<file path="src/rtl/bcd_rtc_param.sv">
// BCD time-of-day clock: prescaled 1 s tick, 24-hour internal time, 12/24-hour display.
// Strobes are registered one-cycle pulses; out/pm are combinational from the time registers.
module bcd_rtc_param #(
  parameter int TICKS_PER_SEC = 100_000_000
) (
  input  logic        CLK100MHZ,
  input  logic        reset,
  input  logic        run,
  input  logic        load,
  input  logic [23:0] set_time,
  input  logic        mode_12h,
  output logic [23:0] out,
  output logic        pm,
  output logic        sec_tick,
  output logic        rollover,
  output logic        load_err
);
  localparam int PW = (TICKS_PER_SEC > 2) ? $clog2(TICKS_PER_SEC) : 1;
  localparam logic [PW-1:0] PC_LAST = PW'(TICKS_PER_SEC - 1);

  logic [PW-1:0] pc;
  logic [3:0] h1, h0, m1, m0, s1, s0;
  logic [3:0] n_h1, n_h0, n_m1, n_m0, n_s1, n_s0;
  logic [3:0] d_h1, d_h0;
  logic       wrap;
  logic       set_ok;

  assign set_ok = (set_time[3:0]   <= 4'd9) && (set_time[7:4]   <= 4'd5) &&
                  (set_time[11:8]  <= 4'd9) && (set_time[15:12] <= 4'd5) &&
                  (set_time[19:16] <= 4'd9) && (set_time[23:20] <= 4'd2) &&
                  !((set_time[23:20] == 4'd2) && (set_time[19:16] > 4'd3));

  // Each stage only moves when every lower stage wraps.
  always_comb begin
    n_h1 = h1; n_h0 = h0; n_m1 = m1; n_m0 = m0; n_s1 = s1; n_s0 = s0;
    wrap = 1'b0;
    if (s0 != 4'd9) begin
      n_s0 = s0 + 4'd1;
    end else begin
      n_s0 = 4'd0;
      if (s1 != 4'd5) begin
        n_s1 = s1 + 4'd1;
      end else begin
        n_s1 = 4'd0;
        if (m0 != 4'd9) begin
          n_m0 = m0 + 4'd1;
        end else begin
          n_m0 = 4'd0;
          if (m1 != 4'd5) begin
            n_m1 = m1 + 4'd1;
          end else begin
            n_m1 = 4'd0;
            if (h1 == 4'd2 && h0 == 4'd3) begin
              n_h1 = 4'd0;
              n_h0 = 4'd0;
              wrap = 1'b1;
            end else if (h0 == 4'd9) begin
              n_h0 = 4'd0;
              n_h1 = h1 + 4'd1;
            end else begin
              n_h0 = h0 + 4'd1;
            end
          end
        end
      end
    end
  end

  always_ff @(posedge CLK100MHZ or posedge reset) begin
    if (reset) begin
      pc       <= '0;
      {h1, h0, m1, m0, s1, s0} <= 24'h000000;
      sec_tick <= 1'b0;
      rollover <= 1'b0;
      load_err <= 1'b0;
    end else begin
      sec_tick <= 1'b0;
      rollover <= 1'b0;
      load_err <= 1'b0;
      if (load && set_ok) begin
        {h1, h0, m1, m0, s1, s0} <= set_time;
        pc <= '0;
      end else begin
        load_err <= load;
        if (run) begin
          if (pc == PC_LAST) begin
            pc       <= '0;
            {h1, h0, m1, m0, s1, s0} <= {n_h1, n_h0, n_m1, n_m0, n_s1, n_s0};
            sec_tick <= 1'b1;
            rollover <= wrap;
          end else begin
            pc <= pc + PW'(1);
          end
        end
      end
    end
  end

  // 12-hour remap: 00 -> 12, 13..23 -> 01..11 (BCD subtract 12 per tens digit).
  always_comb begin
    d_h1 = h1;
    d_h0 = h0;
    if (mode_12h) begin
      if (h1 == 4'd0 && h0 == 4'd0) begin
        d_h1 = 4'd1;
        d_h0 = 4'd2;
      end else if (h1 == 4'd1 && h0 >= 4'd3) begin
        d_h1 = 4'd0;
        d_h0 = h0 - 4'd2;
      end else if (h1 == 4'd2 && h0 <= 4'd1) begin
        d_h1 = 4'd0;
        d_h0 = h0 + 4'd8;
      end else if (h1 == 4'd2) begin
        d_h1 = 4'd1;
        d_h0 = h0 - 4'd2;
      end
    end
  end

  assign out = {d_h1, d_h0, m1, m0, s1, s0};
  assign pm  = (h1 == 4'd2) || (h1 == 4'd1 && h0 >= 4'd2);
endmodule

</file>
<file path="config.mk">
export PLATFORM = sky130hd
export DESIGN_NAME = bcd_rtc_param
export DESIGN_NICKNAME = d
export VERILOG_FILES = /design/src/rtl/bcd_rtc_param.sv
export SDC_FILE = /design/constraint.sdc
export NUM_CORES = 1
export LEC_CHECK = 0
export CAP_MARGIN = 15
export CORE_ASPECT_RATIO = 0.6
export CORE_MARGIN = 2
export CORE_UTILIZATION = 40
export DETAILED_ROUTE_END_ITERATION = 6
export PLACE_DENSITY = 0.66
export SLEW_MARGIN = 0
export SYNTH_ARGS = -nofsm -noshare
export SYNTH_HDL_FRONTEND = slang
export SYNTH_SLANG_ARGS = --single-unit
</file>
<file path="constraint.sdc">
create_clock -name CLK100MHZ -period 6.1 [get_ports CLK100MHZ]
set_input_delay 1.83 -clock CLK100MHZ [delete_from_list [all_inputs] [get_ports CLK100MHZ]]
set_output_delay 1.83 -clock CLK100MHZ [all_outputs]
set_load 0.02 [all_outputs]
</file>
After elaboration in Yosys (flattened, before gate mapping)
Index checks and enable logic that the tools add are counted.
{"block": "word_totals", "ff_bits": 54, "inputBits": 29, "output_inout_bits": 28, "wordCells": 134}
{"block": "classes", "add_sub_neg": 9, "magnitude_cmp": 10, "eq_ne": 14, "muxes": 65, "reduce_logical": 26}
{"op": "4-bit two-way mux", "n": 50}
{"op": "27-bit two-way mux", "n": 3}
{"op": "27-bit by 1-bit adder with 27-bit output, second input constant", "n": 1}
{"op": "27-bit equality test, second input constant", "n": 1}
{"op": "4-bit by 1-bit adder with 4-bit output, second input constant", "n": 6}
{"op": "1-bit logical AND", "n": 13}
{"op": "4-bit by 2-bit equality test with 1-bit output, second input constant", "n": 3}
{"op": "4-bit less-or-equal comparator, second input constant", "n": 3}
{"op": "1-bit two-way mux", "n": 12}
{"op": "4-bit by 2-bit greater-or-equal comparator with 1-bit output, second input constant", "n": 2}
{"op": "4-bit by 3-bit less-or-equal comparator with 1-bit output, second input constant", "n": 2}
{"op": "4-bit logical NOT", "n": 2}
{"op": "2-bit by 1-bit != test with 1-bit output, second input constant", "n": 4}
{"op": "4-bit by 3-bit != test with 1-bit output, second input constant", "n": 2}
{"op": "4-bit != test, second input constant", "n": 2}
{"op": "7-bit AND reduction", "n": 1}
{"op": "6-bit AND reduction", "n": 1}
{"op": "5-bit AND reduction", "n": 1}
{"op": "4-bit adder, second input constant", "n": 1}
{"op": "4-bit by 1-bit equality test with 1-bit output, second input constant", "n": 1}
{"op": "4-bit equality test, second input constant", "n": 1}
{"op": "4-bit by 2-bit > comparator with 1-bit output, second input constant", "n": 1}
{"op": "4-bit by 1-bit less-or-equal comparator with 1-bit output, second input constant", "n": 1}
{"op": "4-bit by 2-bit less-or-equal comparator with 1-bit output, second input constant", "n": 1}
{"op": "other kinds (8)", "n": 9}

Depth between registers and ports, before layout
{"block": "depth", "word_depth": 10, "mapped_depth": 9, "depth_no_buf": 7}

Least setup slack after synthesis
No wires, ideal clock.
{"block": "synth_timing", "kind": "input to output", "startpoint": "input mode_12h", "endpoint": "output out[18]", "t_arrival_ns": 2.468, "required_time_ns": 4.270, "path_slack_ns": 1.802, "cell_stages": 2, "path_buffers": 0, "path_cell_list": "nand2_1 -> o31ai_1"}
{"block": "synth_via", "elab_chain_len": 1}
{"item": "start: declaration", "line_no": "11", "text": "input logic mode_12h,"}
{"item": "4-bit two-way mux", "line_no": "103", "text": "if (mode_12h) begin"}
{"item": "end: declaration", "line_no": "12", "text": "output logic [23:0] out,"}
No other way between the ends.

Worst setup path in the final report
Ends and elaborated chain as after synthesis.

==> out/qor.txt <==
Status: finished, final reports clean
Worst Skew: 0.00857 ns
Unique masters post-synth: 58
Most frequent cells in the layout: 56 x clkdlybuf4s50_1, 54 x dfrtp_1, 38 x a21oi_1, 34 x nor2_1, 30 x nand2_1
Max Clock Freq: 0.192 GHz
Post-Synth Simple-Gate Area: 29.9%
Crit end category: output port
Die H: 76.9 um
Worst R2R Path Depth: 6
NumNets Final: 498
Cell Area, Synth: 3540 um2
Max stage delay cell, worst path: clkdlybuf4s50_1
Final wirelength: 9.70 mm
Total negative setup slack: 0 ns
Startpoint types: input port
Die ar.: 9660 um2
Synth Area in Adders: 2.47%
Max clock buf depth: 2
Cells after Synth: 418
Seq/Total Area, Yosys: 38.1%
Crit path from: mode_12h
Hold/Removal Path Class: flip-flop to flip-flop
Syn_nets: 454
Placer Congestion: 0.854
Kind of critical path: input port to output port
Power Total: 0.00101 W
Slew Viols, Final: 0
Via density: 5.95
Cts bufs inserted: 5
Num ports: 57
Fraction of layout cells with a size suffix above 1: 6.48%
Number of synthesized flops with an enable pin: 0
Max cap viols: 0
Vias in the first global route: 3087
Worst slew pin tran: 0.940 ns
Leakage: 1.67 nW
Critical path cell sequence: clkdlybuf4s50_1 -> nand2_1 -> o31ai_1 -> clkdlybuf4s50_1
Final period demand of the worst path: 5.22 ns
Wire length per cell: 16.9 um
R2r setup slk: 2.57 ns
CTS root buffer: clkbuf_16
Clock-pin slew on the worst setup and hold paths: 0.07 ns
Largest family of logic cells by synthesized area: simple AND/OR/NAND/NOR gates
Post-synthesis xor/xnor area fraction: 2.72%
Grt ovf: 0
Crit path max fanout: 6
Flops & latches, synth: 54
Post-route cell area: 4330 um2
Vias: 3423
Final Hold Vio Count: 0
CTS tree: done
First-pass DRT Iterations: 5
DR iter-0 viols: 307
Largest net degree at the start of global routing: 41
Hold WS: 0.569 ns
# diodes: 0
Initial antenna violation count: 0
Multiplexer share of the synthesized area: 0.600%
RSZ-0062 raised after global routing: no
Maximum vdd drop: 0.000102 V
Critical Path RT: 4.27 ns
Global Route Usage Sum: 20.1%
Worst skew pair latency: 0.30 ns
FF-to-FF End: h1[1]$_DFFE_PP0P_
CORE AREA: 8560 um2
Compound-cell area share of the yosys netlist: 21.4%
Area grow syn2layout: 22.2%
Die Width: 126 um
CTS hold repair buffers: 0
First-pass GRT wire length: 15.6 mm
Dpl hpwl: 7.13 mm
H-tree Lvls: 2
Rel. slew slack: 36.8%
Layout Utilization: 50.6%
Average size of a mapped cell: 8.48 um2
Asr flop ratio synth: 100%
Post-CTS Setup Inserts: 0
Cell Area, Placed: 4160 um2
Initial cell density of the core: 41.4%
Fill cell count: 790
Crit path largest cell delay: 0.64 ns
Setup violators final: 0
Routed Antenna Nets: 0
Final worst-path cycle share: 85.6%
Power Density: 233 nW/um2
Yosys Warn Count: 0
FP Rows: 26
Commonest non-fill, non-tap cell in the layout: clkdlybuf4s50_1
Resized cells post-CTS: 0
Clock sink count: 54
Arr. time, crit path: 3.39 ns
Reg2reg start: pc[0]$_DFFE_PP0P_
Number of port buffers: 56
DRC errors left: 0
Hold depth: 2
Top cell by count, worst path: clkdlybuf4s50_1
Critical Path Sink: out[18]
Post-synth top flop: dfrtp_1
==> state kept, by name (all words and copies together), names as in the netlist <==
register	flops
pc	27
h0	4
h1	4
m0	4
m1	4
s0	4
s1	4
load_err	1
rollover	1
sec_tick	1
==> cell usage after synthesis (10+ instances only) <==
| cell | n | area share, % |
|---|---|---|
| or4_1 | 15 | 3.2 |
| nand3_1 | 21 | 3.0 |
| inv_1 | 17 | 1.8 |
| clkbuf_1 | 18 | 1.9 |
| or3_1 | 10 | 1.8 |
| a21oi_1 | 38 | 5.4 |
| nor2_1 | 34 | 3.6 |
| dfrtp_1 | 54 | 38 |
| nand4_1 | 16 | 2.8 |
| nor3_1 | 16 | 2.3 |
| nand2_1 | 30 | 3.2 |
| o21ai_0 | 24 | 3.4 |
==> through the flow <==
step | instances | setup slack (ns)
3_3_place_gp | 566 | 0.928
4_1_cts | 574 | 0.878
2_1_floorplan | 418 | 1.80
6_report | 575 | 0.880
5_1_grt | 575 | 0.820
3_5_place_dp | 566 | 0.878
==> cell families (layout without fill, tap and decap cells) <==
family | count (synthesis) | after routing
simple gates | 188 | 188
compound gates | 116 | 116
buf+inv | 40 | 85
mux | 2 | 2
fa+ha+maj | 7 | 7
flops | 54 | 54
xor+xnor | 11 | 11
==> per-layer routing <==
layer  part of all wire [%]  track usage, %
met5                      0               0
met4                    1.1            6.89
met3                    5.8            4.47
met2                     41            26.9
met1                     52            31.1
==> where the power goes <==
part	switching, W	internal [W]	total, W
clock network	0.000132	0.000195	0.000327
logic	0.000120	0.000106	0.000225
registers	0.0000585	0.000399	0.000457
total	0.000310	0.000699	0.00101
==> worst max-delay path: cells and delay by family <==
family | cells | cell delay (ns)
buffers and inverters | 2 | 1.20
and+or+nand+nor | 1 | 0.13
AOI/OAI and AO/OA | 1 | 0.23
==> final cells by class <==
type                            instances  area (um2)  area share (%)
Clock buffer                            7         133            3.06
Inverter                               17        63.8            1.47
Multi-Input combinational cell        324        2030            46.8
Clock inverter                          1        30.0           0.693
Timing Repair Buffer                   60         588            13.6
Sequential cell                        54        1350            31.2
Tap cell                              112         140            3.24
==> worst min-delay path by stage <==
stage                     slack (ns)          startpoint                  to
final                           0.57  pc[16]$_DFFE_PP0P_  pc[16]$_DFFE_PP0P_
after global routing            0.58  pc[26]$_DFFE_PP0P_  pc[26]$_DFFE_PP0P_
after global placement          0.54  pc[26]$_DFFE_PP0P_  pc[26]$_DFFE_PP0P_
after detailed placement        0.55  pc[19]$_DFFE_PP0P_  pc[19]$_DFFE_PP0P_
after floorplan                 0.50  pc[19]$_DFFE_PP0P_  pc[19]$_DFFE_PP0P_
after CTS                       0.57  pc[26]$_DFFE_PP0P_  pc[26]$_DFFE_PP0P_
No activity file was read; power rests on OpenSTA's default activity.
